`src/rtl/pcpi_mon_pkg.sv`:
```
// pcpi_mon_pkg
//   Shared definitions for the PCPI protocol monitor:
//   - error code width and the six error code constants
//   - FSM state encoding (IDLE / ACTIVE / DONE)
//   - first_err_code(): picks the lowest active code from an error vector
package pcpi_mon_pkg;

  localparam int ERR_CODE_W = 3;

  typedef logic [ERR_CODE_W-1:0] err_code_t;

  localparam err_code_t ERR_NONE    = 3'd0;
  localparam err_code_t ERR_SANITY  = 3'd1;
  localparam err_code_t ERR_EARLY   = 3'd2;
  localparam err_code_t ERR_LATE    = 3'd3;
  localparam err_code_t ERR_TIMEOUT = 3'd4;
  localparam err_code_t ERR_CLASS   = 3'd5;
  localparam err_code_t ERR_ABORT   = 3'd6;

  typedef enum logic [1:0] {
    ST_IDLE   = 2'd0,
    ST_ACTIVE = 2'd1,
    ST_DONE   = 2'd2
  } mon_state_e;

  // Bit i of err_vec stands for error code i+1. When several errors fire in
  // the same cycle the lowest code is the one reported.
  function automatic err_code_t first_err_code(input logic [5:0] err_vec);
    err_code_t code;
    code = ERR_NONE;
    for (int i = 5; i >= 0; i--) begin
      if (err_vec[i]) code = err_code_t'(i + 1);
    end
    return code;
  endfunction

endpackage

```
`src/rtl/pcpi_mon_stats.sv`:
```
// pcpi_mon_stats
//   Saturating transaction statistics for the PCPI protocol monitor.
//   Only instantiated when PCPI_MON_STATS_EN is defined.
// Ports
//   clk, resetn  clock, async active-low reset
//   done_i       one-cycle strobe: a transaction completed (ready in ACTIVE)
//   lat_i        start-to-ready latency of that transaction
//   insn_count   number of completed transactions, saturates at all-ones
//   max_lat      largest latency seen since reset
module pcpi_mon_stats
  import pcpi_mon_pkg::*;
#(
  parameter int CNT_W = 32
) (
  input  logic             clk,
  input  logic             resetn,
  input  logic             done_i,
  input  logic [CNT_W-1:0] lat_i,
  output logic [CNT_W-1:0] insn_count,
  output logic [CNT_W-1:0] max_lat
);

  logic [CNT_W-1:0] insn_count_q, insn_count_d;
  logic [CNT_W-1:0] max_lat_q, max_lat_d;

  // max_lat can never exceed the all-ones value, so only the count needs
  // an explicit saturation guard.
  always_comb begin
    insn_count_d = insn_count_q;
    max_lat_d    = max_lat_q;
    if (done_i) begin
      if (insn_count_q != '1) insn_count_d = insn_count_q + CNT_W'(1);
      if (lat_i > max_lat_q)  max_lat_d    = lat_i;
    end
  end

  always_ff @(posedge clk or negedge resetn) begin
    if (!resetn) begin
      insn_count_q <= '0;
      max_lat_q    <= '0;
    end else begin
      insn_count_q <= insn_count_d;
      max_lat_q    <= max_lat_d;
    end
  end

  assign insn_count = insn_count_q;
  assign max_lat    = max_lat_q;

endmodule

```
`src/rtl/pcpi_protocol_monitor.sv`:
```
// pcpi_protocol_monitor
//   Passive PCPI handshake and latency checker. Taps the CPU<->coprocessor
//   PCPI wires, tracks each request through IDLE/ACTIVE/DONE, checks the
//   per-class expected latency and a timeout, and captures the first error
//   (code + cycle stamp) until cleared.
// Configuration macro
//   PCPI_MON_STATS_EN  when defined, insn_count/max_lat come from the
//                      pcpi_mon_stats sub-module; otherwise both are 0.
// Ports
//   clk, resetn               clock, async active-low reset
//   pcpi_valid/wait/ready/wr  tapped PCPI handshake
//   insn_class                one-hot class of the insn, sampled at start
//   exp_lat                   per-class expected latency fields (0 = unchecked)
//   err_clr                   synchronous clear of the sticky error state
//   err_flag                  sticky error indicator
//   err_pulse                 one-cycle strobe for every detected error
//   err_code                  code of the first captured error
//   err_cycle                 cycle stamp of the first captured error
//   busy                      transaction in flight (ACTIVE)
//   insn_count, max_lat       statistics (PCPI_MON_STATS_EN only)
module pcpi_protocol_monitor
  import pcpi_mon_pkg::*;
#(
  parameter int NUM_CLASSES = 7,
  parameter int LAT_W       = 4,
  parameter int MAX_WAIT    = 64,
  parameter int CNT_W       = 32
) (
  input  logic                         clk,
  input  logic                         resetn,
  input  logic                         pcpi_valid,
  input  logic                         pcpi_wait,
  input  logic                         pcpi_ready,
  input  logic                         pcpi_wr,
  input  logic [NUM_CLASSES-1:0]       insn_class,
  input  logic [NUM_CLASSES*LAT_W-1:0] exp_lat,
  input  logic                         err_clr,
  output logic                         err_flag,
  output logic                         err_pulse,
  output logic [ERR_CODE_W-1:0]        err_code,
  output logic [CNT_W-1:0]             err_cycle,
  output logic                         busy,
  output logic [CNT_W-1:0]             insn_count,
  output logic [CNT_W-1:0]             max_lat
);

  // Latency counter must reach MAX_WAIT; MAX_WAIT >= 2^LAT_W keeps it at
  // least as wide as a latency field.
  localparam int CW = $clog2(MAX_WAIT + 1);

  mon_state_e       state_q, state_d;
  logic             last_valid_q, last_valid_d;
  logic [CW-1:0]    cnt_q, cnt_d;
  logic [LAT_W-1:0] lat_q, lat_d;
  logic [CNT_W-1:0] cyc_q, cyc_d;
  logic             err_flag_q, err_flag_d;
  logic             err_pulse_q, err_pulse_d;
  err_code_t        err_code_q, err_code_d;
  logic [CNT_W-1:0] err_cycle_q, err_cycle_d;
  logic             busy_q, busy_d;

  logic [LAT_W-1:0] sel_lat;
  logic [LAT_W-1:0] start_lat;
  logic             class_ok;
  logic             start;
  logic             e_sanity, e_early, e_late, e_timeout, e_class, e_abort;
  logic [5:0]       err_vec;
  logic             flag_kept;

  assign last_valid_d = pcpi_valid;
  assign cyc_d        = cyc_q + CNT_W'(1);

  // OR of the fields of all set class bits; equals the selected field when
  // insn_class is one-hot, and is discarded otherwise.
  always_comb begin
    sel_lat = '0;
    for (int i = 0; i < NUM_CLASSES; i++) begin
      if (insn_class[i]) sel_lat = sel_lat | exp_lat[i*LAT_W +: LAT_W];
    end
  end

  assign class_ok  = (insn_class != '0) &&
                     ((insn_class & (insn_class - NUM_CLASSES'(1))) == '0);
  assign start_lat = class_ok ? sel_lat : '0;
  assign start     = (state_q == ST_IDLE) && pcpi_valid && !last_valid_q;

  // Transaction FSM plus the per-cycle protocol checks. cnt_q holds the
  // cycle index relative to the start cycle (start = 0) while ACTIVE.
  always_comb begin
    state_d   = state_q;
    cnt_d     = cnt_q;
    lat_d     = lat_q;
    e_sanity  = (pcpi_valid && !pcpi_wait && !pcpi_ready) ||
                (pcpi_valid && (pcpi_ready != pcpi_wr)) ||
                (!pcpi_valid && (pcpi_wait || pcpi_ready || pcpi_wr));
    e_early   = 1'b0;
    e_late    = 1'b0;
    e_timeout = 1'b0;
    e_class   = 1'b0;
    e_abort   = 1'b0;
    case (state_q)
      ST_IDLE: begin
        if (start) begin
          e_class = !class_ok;
          lat_d   = start_lat;
          // Ready in the start cycle completes the insn without leaving IDLE.
          if (pcpi_ready) begin
            e_early = (start_lat != '0);
          end else begin
            state_d = ST_ACTIVE;
            cnt_d   = CW'(1);
          end
        end
      end
      ST_ACTIVE: begin
        if (pcpi_ready) begin
          state_d = ST_DONE;
          e_early = (lat_q != '0) && (cnt_q < CW'(lat_q));
        end else begin
          e_late = (lat_q != '0) && (cnt_q == CW'(lat_q));
          if (!pcpi_valid) begin
            e_abort = 1'b1;
            state_d = ST_IDLE;
          end else if (cnt_q == CW'(MAX_WAIT)) begin
            e_timeout = 1'b1;
            state_d   = ST_IDLE;
          end else begin
            cnt_d = cnt_q + CW'(1);
          end
        end
      end
      ST_DONE: begin
        // The CPU must drop valid in the cycle after ready.
        if (pcpi_valid) e_sanity = 1'b1;
        state_d = ST_IDLE;
      end
      default: state_d = ST_IDLE;
    endcase
  end

  assign err_vec = {e_abort, e_class, e_timeout, e_late, e_early, e_sanity};
  assign busy_d  = (state_d == ST_ACTIVE);

  // Sticky capture: a clear in the same cycle as a new error re-arms the
  // capture first, so the new error is recorded and the flag stays set.
  always_comb begin
    flag_kept   = err_flag_q && !err_clr;
    err_pulse_d = |err_vec;
    err_flag_d  = flag_kept || (|err_vec);
    err_code_d  = err_clr ? ERR_NONE : err_code_q;
    err_cycle_d = err_clr ? '0 : err_cycle_q;
    if ((|err_vec) && !flag_kept) begin
      err_code_d  = first_err_code(err_vec);
      err_cycle_d = cyc_q;
    end
  end

  always_ff @(posedge clk or negedge resetn) begin
    if (!resetn) begin
      state_q      <= ST_IDLE;
      last_valid_q <= 1'b0;
      cnt_q        <= '0;
      lat_q        <= '0;
      cyc_q        <= '0;
      err_flag_q   <= 1'b0;
      err_pulse_q  <= 1'b0;
      err_code_q   <= ERR_NONE;
      err_cycle_q  <= '0;
      busy_q       <= 1'b0;
    end else begin
      state_q      <= state_d;
      last_valid_q <= last_valid_d;
      cnt_q        <= cnt_d;
      lat_q        <= lat_d;
      cyc_q        <= cyc_d;
      err_flag_q   <= err_flag_d;
      err_pulse_q  <= err_pulse_d;
      err_code_q   <= err_code_d;
      err_cycle_q  <= err_cycle_d;
      busy_q       <= busy_d;
    end
  end

  assign err_flag  = err_flag_q;
  assign err_pulse = err_pulse_q;
  assign err_code  = err_code_q;
  assign err_cycle = err_cycle_q;
  assign busy      = busy_q;

`ifdef PCPI_MON_STATS_EN
  logic done_evt;

  // Only completions from ACTIVE are counted; cnt_q is the latency then.
  assign done_evt = (state_q == ST_ACTIVE) && pcpi_ready;

  pcpi_mon_stats #(
    .CNT_W(CNT_W)
  ) u_stats (
    .clk       (clk),
    .resetn    (resetn),
    .done_i    (done_evt),
    .lat_i     (CNT_W'(cnt_q)),
    .insn_count(insn_count),
    .max_lat   (max_lat)
  );
`else
  assign insn_count = '0;
  assign max_lat    = '0;
`endif

endmodule

```
`config.mk`:
```
export PLATFORM = sky130hd
export DESIGN_NAME = pcpi_protocol_monitor
export DESIGN_NICKNAME = d
export VERILOG_FILES = /design/src/rtl/pcpi_mon_pkg.sv /design/src/rtl/pcpi_mon_stats.sv /design/src/rtl/pcpi_protocol_monitor.sv
export SDC_FILE = /design/constraint.sdc
export NUM_CORES = 1
export LEC_CHECK = 0
export BUFFER_PORTS_ARGS = -buffer_cell sky130_fd_sc_hd__clkbuf_2
export CAP_MARGIN = 20
export CORE_UTILIZATION = 40
export DETAILED_ROUTE_END_ITERATION = 8
export PLACE_DENSITY = 0.68
export SYNTH_ARGS = -nofsm -noshare
export SYNTH_HDL_FRONTEND = slang
export SYNTH_SLANG_ARGS = --single-unit
```
`constraint.sdc`:
```
create_clock -name clk -period 3.2 [get_ports clk]
set_clock_uncertainty 0.1 [all_clocks]
set_input_delay 0.32 -clock clk [delete_from_list [all_inputs] [get_ports clk]]
set_output_delay 0.32 -clock clk [all_outputs]
set_load 0.1 [all_outputs]
```
==> summary.txt <==
Vias -> 3,000
Critical path class -> flip-flop to flip-flop
Tcrit/Tclk final -> 78.6%
Pin count of the biggest net entering global routing -> 85
Ranking of synthesized cells by area -> dfrtp_1 (49%), buf_4 (11%), a22o_1 (7.6%)
Worst path arrival time -> 2.64 ns
Post_cts resized -> 0
Post-synth top area share -> 49.1%
Io pins -> 144
Largest stage delay, worst path -> 0.70 ns
Unrepaired setup endpoints after global routing -> false
CP endpoint kind -> flip-flop
Outcome -> complete, no violations
Worst R2R Path Depth -> 6
Die Width -> 106 um
Htree depth -> 3
Setup bufs post-CTS -> 0
Switching power total -> 939 uW
DRC Markers -> 0
Slew margin rel. -> 55.8%
Peak fanout along the critical path -> 34
Unique cell type count in the Yosys netlist -> 49
Placer Congestion -> 0.811
R2R setup slack -> 0.68 ns
Num Clock Sinks -> 84
Drt total wl -> 8170 um
CP Launch Type -> flip-flop
Max Freq -> 397 MHz
Initial antenna violation count -> 0
CTS buffer count -> 9
Root Driver -> clkbuf_8
Drt initial violations -> 146
Post-route setup TNS -> 0 ns
Global route overflow -> 0
Buf/Inv on CP -> 1
Critical path origin -> state_q[0]$_DFF_PN0_
Hold_buf cts -> 0
Final Hold Fails -> 0
PD cells -> 536 nW/um^2
Vias in the first global route -> 2,814
Crit-path leading delay family -> simple AND/OR/NAND/NOR gates
Flip-flop and latch count after synthesis -> 84
WP depth -> 6
Internal power -> 1640 uW
Worst-Margin Slew -> 0.657 ns
P_leak -> 0.00245 uW
Max-slew violations -> 0
Number of routed nets with antenna violations -> 0
Switching share of power -> 36.4%
CP required -> 3.33 ns
CTS tree -> done
Syn Inst Count -> 396
Combinational power share -> 25.4%
Nets@finish -> 528
Max IR drop VDD -> 0.000271 V
Crit-path cells -> or4b_1, nor3_2, a21oi_1, a41o_1, buf_4, a22o_1
Initial core utilization -> 41.3%
Max-cap violations -> 0
Hold_sp -> pcpi_valid
Hold_ws -> 0.0680 ns
GRT Total Usage -> 15.7%
Die area -> 11,100 sq um
Hold Path Stages -> 1
Antenna Cells -> 0
Mapped Area -> 4290 sq um
Seq/Total Area, Yosys -> 49.1%
Clock transition at path regs -> 0.08 ns
FP Rows -> 37
Vias/cell -> 4.84
Clock tree buffer depth -> 2
Worst hold path class -> input port to flip-flop
CP max stage cell -> or4b_1
Global-route wire length before repair -> 13,900 um
Ys Warns -> 0
Syn Area/Cell -> 10.8 sq um
Ratio of cells with drive above 1 in the final layout -> 21.3%
Port bufs -> 79
Die H -> 106 um
Leading area contributor after synthesis -> dfrtp_1
Final Setup Violations -> 0
Pre-antenna DRT Iters -> 4
Post-DP HPWL -> 6060 um
Fin crit period -> 2.52 ns
P&R area growth vs syn -> 12.3%
Clock Latency Late Sink -> 0.34 ns
Clock group share of total power -> 31.5%
Per-cell routed wire length -> 13.2 um
Flop pwr share -> 43.1%
Core area -> 10,400 sq um
Reg2reg start -> state_q[0]$_DFF_PN0_
==> final timing paths <==
path	to
min in group asynchronous	err_cycle[13]$_DFFE_PN0P_
setup reg to reg	err_cycle[0]$_DFFE_PN0P_
hold reg to reg	cyc_q[31]$_DFF_PN0_
setup / recovery	err_cycle[0]$_DFFE_PN0P_
hold / removal	last_valid_q$_DFF_PN0_
max in group asynchronous	err_code[0]$_DFFE_PN0P_
==> cell usage after synthesis (all sizes together) <==
cell    count
or4         1
nor2       25
or3         1
and4        2
a21o        1
ha          7
o21a        3
a22o       37
nor4bb      1
nand3      15
nand2b      1
nor2b       3
xnor2      22
a211oi      4
o41ai       1
or4b        1
and2        1
o31ai       2
o22ai       1
dfrtp      84
a41o        1
nand3b      1
and3        6
nor4        7
or3b        1
nand4       6
a222oi      4
inv        14
o211ai      1
conb        1
a21bo       1
clkbuf      3
buf        72
a211o       1
a31oi       1
a22oi       8
a21oi       6
a32o        1
xor2       13
o21ai       3
nor3        4
nor3b       3
nand2      25
==> stage by stage <==
| step | power [uW] | cells | cell area (sq um) | worst slack [ns] | util [%] |
|---|---|---|---|---|---|
| 5_1_grt | 2690 | 620 | 4810 | 0.557 | 46.4 |
| 6_report | 2580 | 620 | 4810 | 0.683 | 46.4 |
| 3_3_place_gp | 1770 | 602 | 4560 | 0.739 | 43.9 |
| 3_5_place_dp | 1780 | 602 | 4560 | 0.699 | 43.9 |
| 4_1_cts | 2590 | 618 | 4770 | 0.691 | 46.0 |
| 2_1_floorplan | 1750 | 459 | 4520 | 0.885 | - |
==> kinds of logic after synthesis <==
family	after synthesis	synth area share [%]
flops	84	49.1
xor+xnor	35	7.15
simple gates	104	12.8
fa+ha+maj	7	2.04
other cells	1	0.0875
buf+inv	89	14.2
compound gates	76	14.6
==> sequential cells by signal (all words and copies together), names as in the netlist <==
name / flops
state_q: 2
err_pulse: 1
lat_q: 4
cyc_q: 32
err_flag: 1
busy: 1
err_code: 3
last_valid_q: 1
err_cycle: 32
cnt_q: 7
==> power groups by stage <==
stage	clock, uW	combinational (uW)	sequential (uW)
2_1_floorplan	0	514	1230
3_3_place_gp	0	643	1130
3_5_place_dp	0	650	1130
4_1_cts	831	651	1110
5_1_grt	884	689	1110
6_report	811	655	1110
==> per-layer routing <==
layer	share of wire, %	GRT usage, %	wire length [um]	vias to the layer above
met1	46	21.8	3790	1458
met2	47	23.7	3830	88
li1	-	-	-	1445
met4	1.3	5.36	106	0
met3	5.4	4.27	445	9
met5	0	0	0	-
==> cell usage in the layout, fill, tap and decap left out, types with 5 or more instances in the layout <==
master,synthesis,routed
clkbuf_8,0,10
xnor2_1,22,22
nor2_1,25,25
and3_1,6,6
a21oi_1,6,6
nor4_1,5,5
dfrtp_1,84,84
nand2_1,25,25
xor2_1,13,13
a22oi_1,8,8
a22o_1,37,37
inv_1,14,14
clkbuf_2,0,78
ha_1,7,7
conb_1,1,64
nand4_1,6,6
nand3_1,15,15
==> final cells by class <==
class	instances	area, sq um
Multi-Input combinational cell	286	1810
Clock buffer	12	145
Timing Repair Buffer	84	458
Sequential cell	84	2100
Fill cell	980	5560
Clock inverter	4	72.6
Tap cell	136	170
Inverter	14	52.6
No activity file was read; power rests on OpenSTA's default activity.
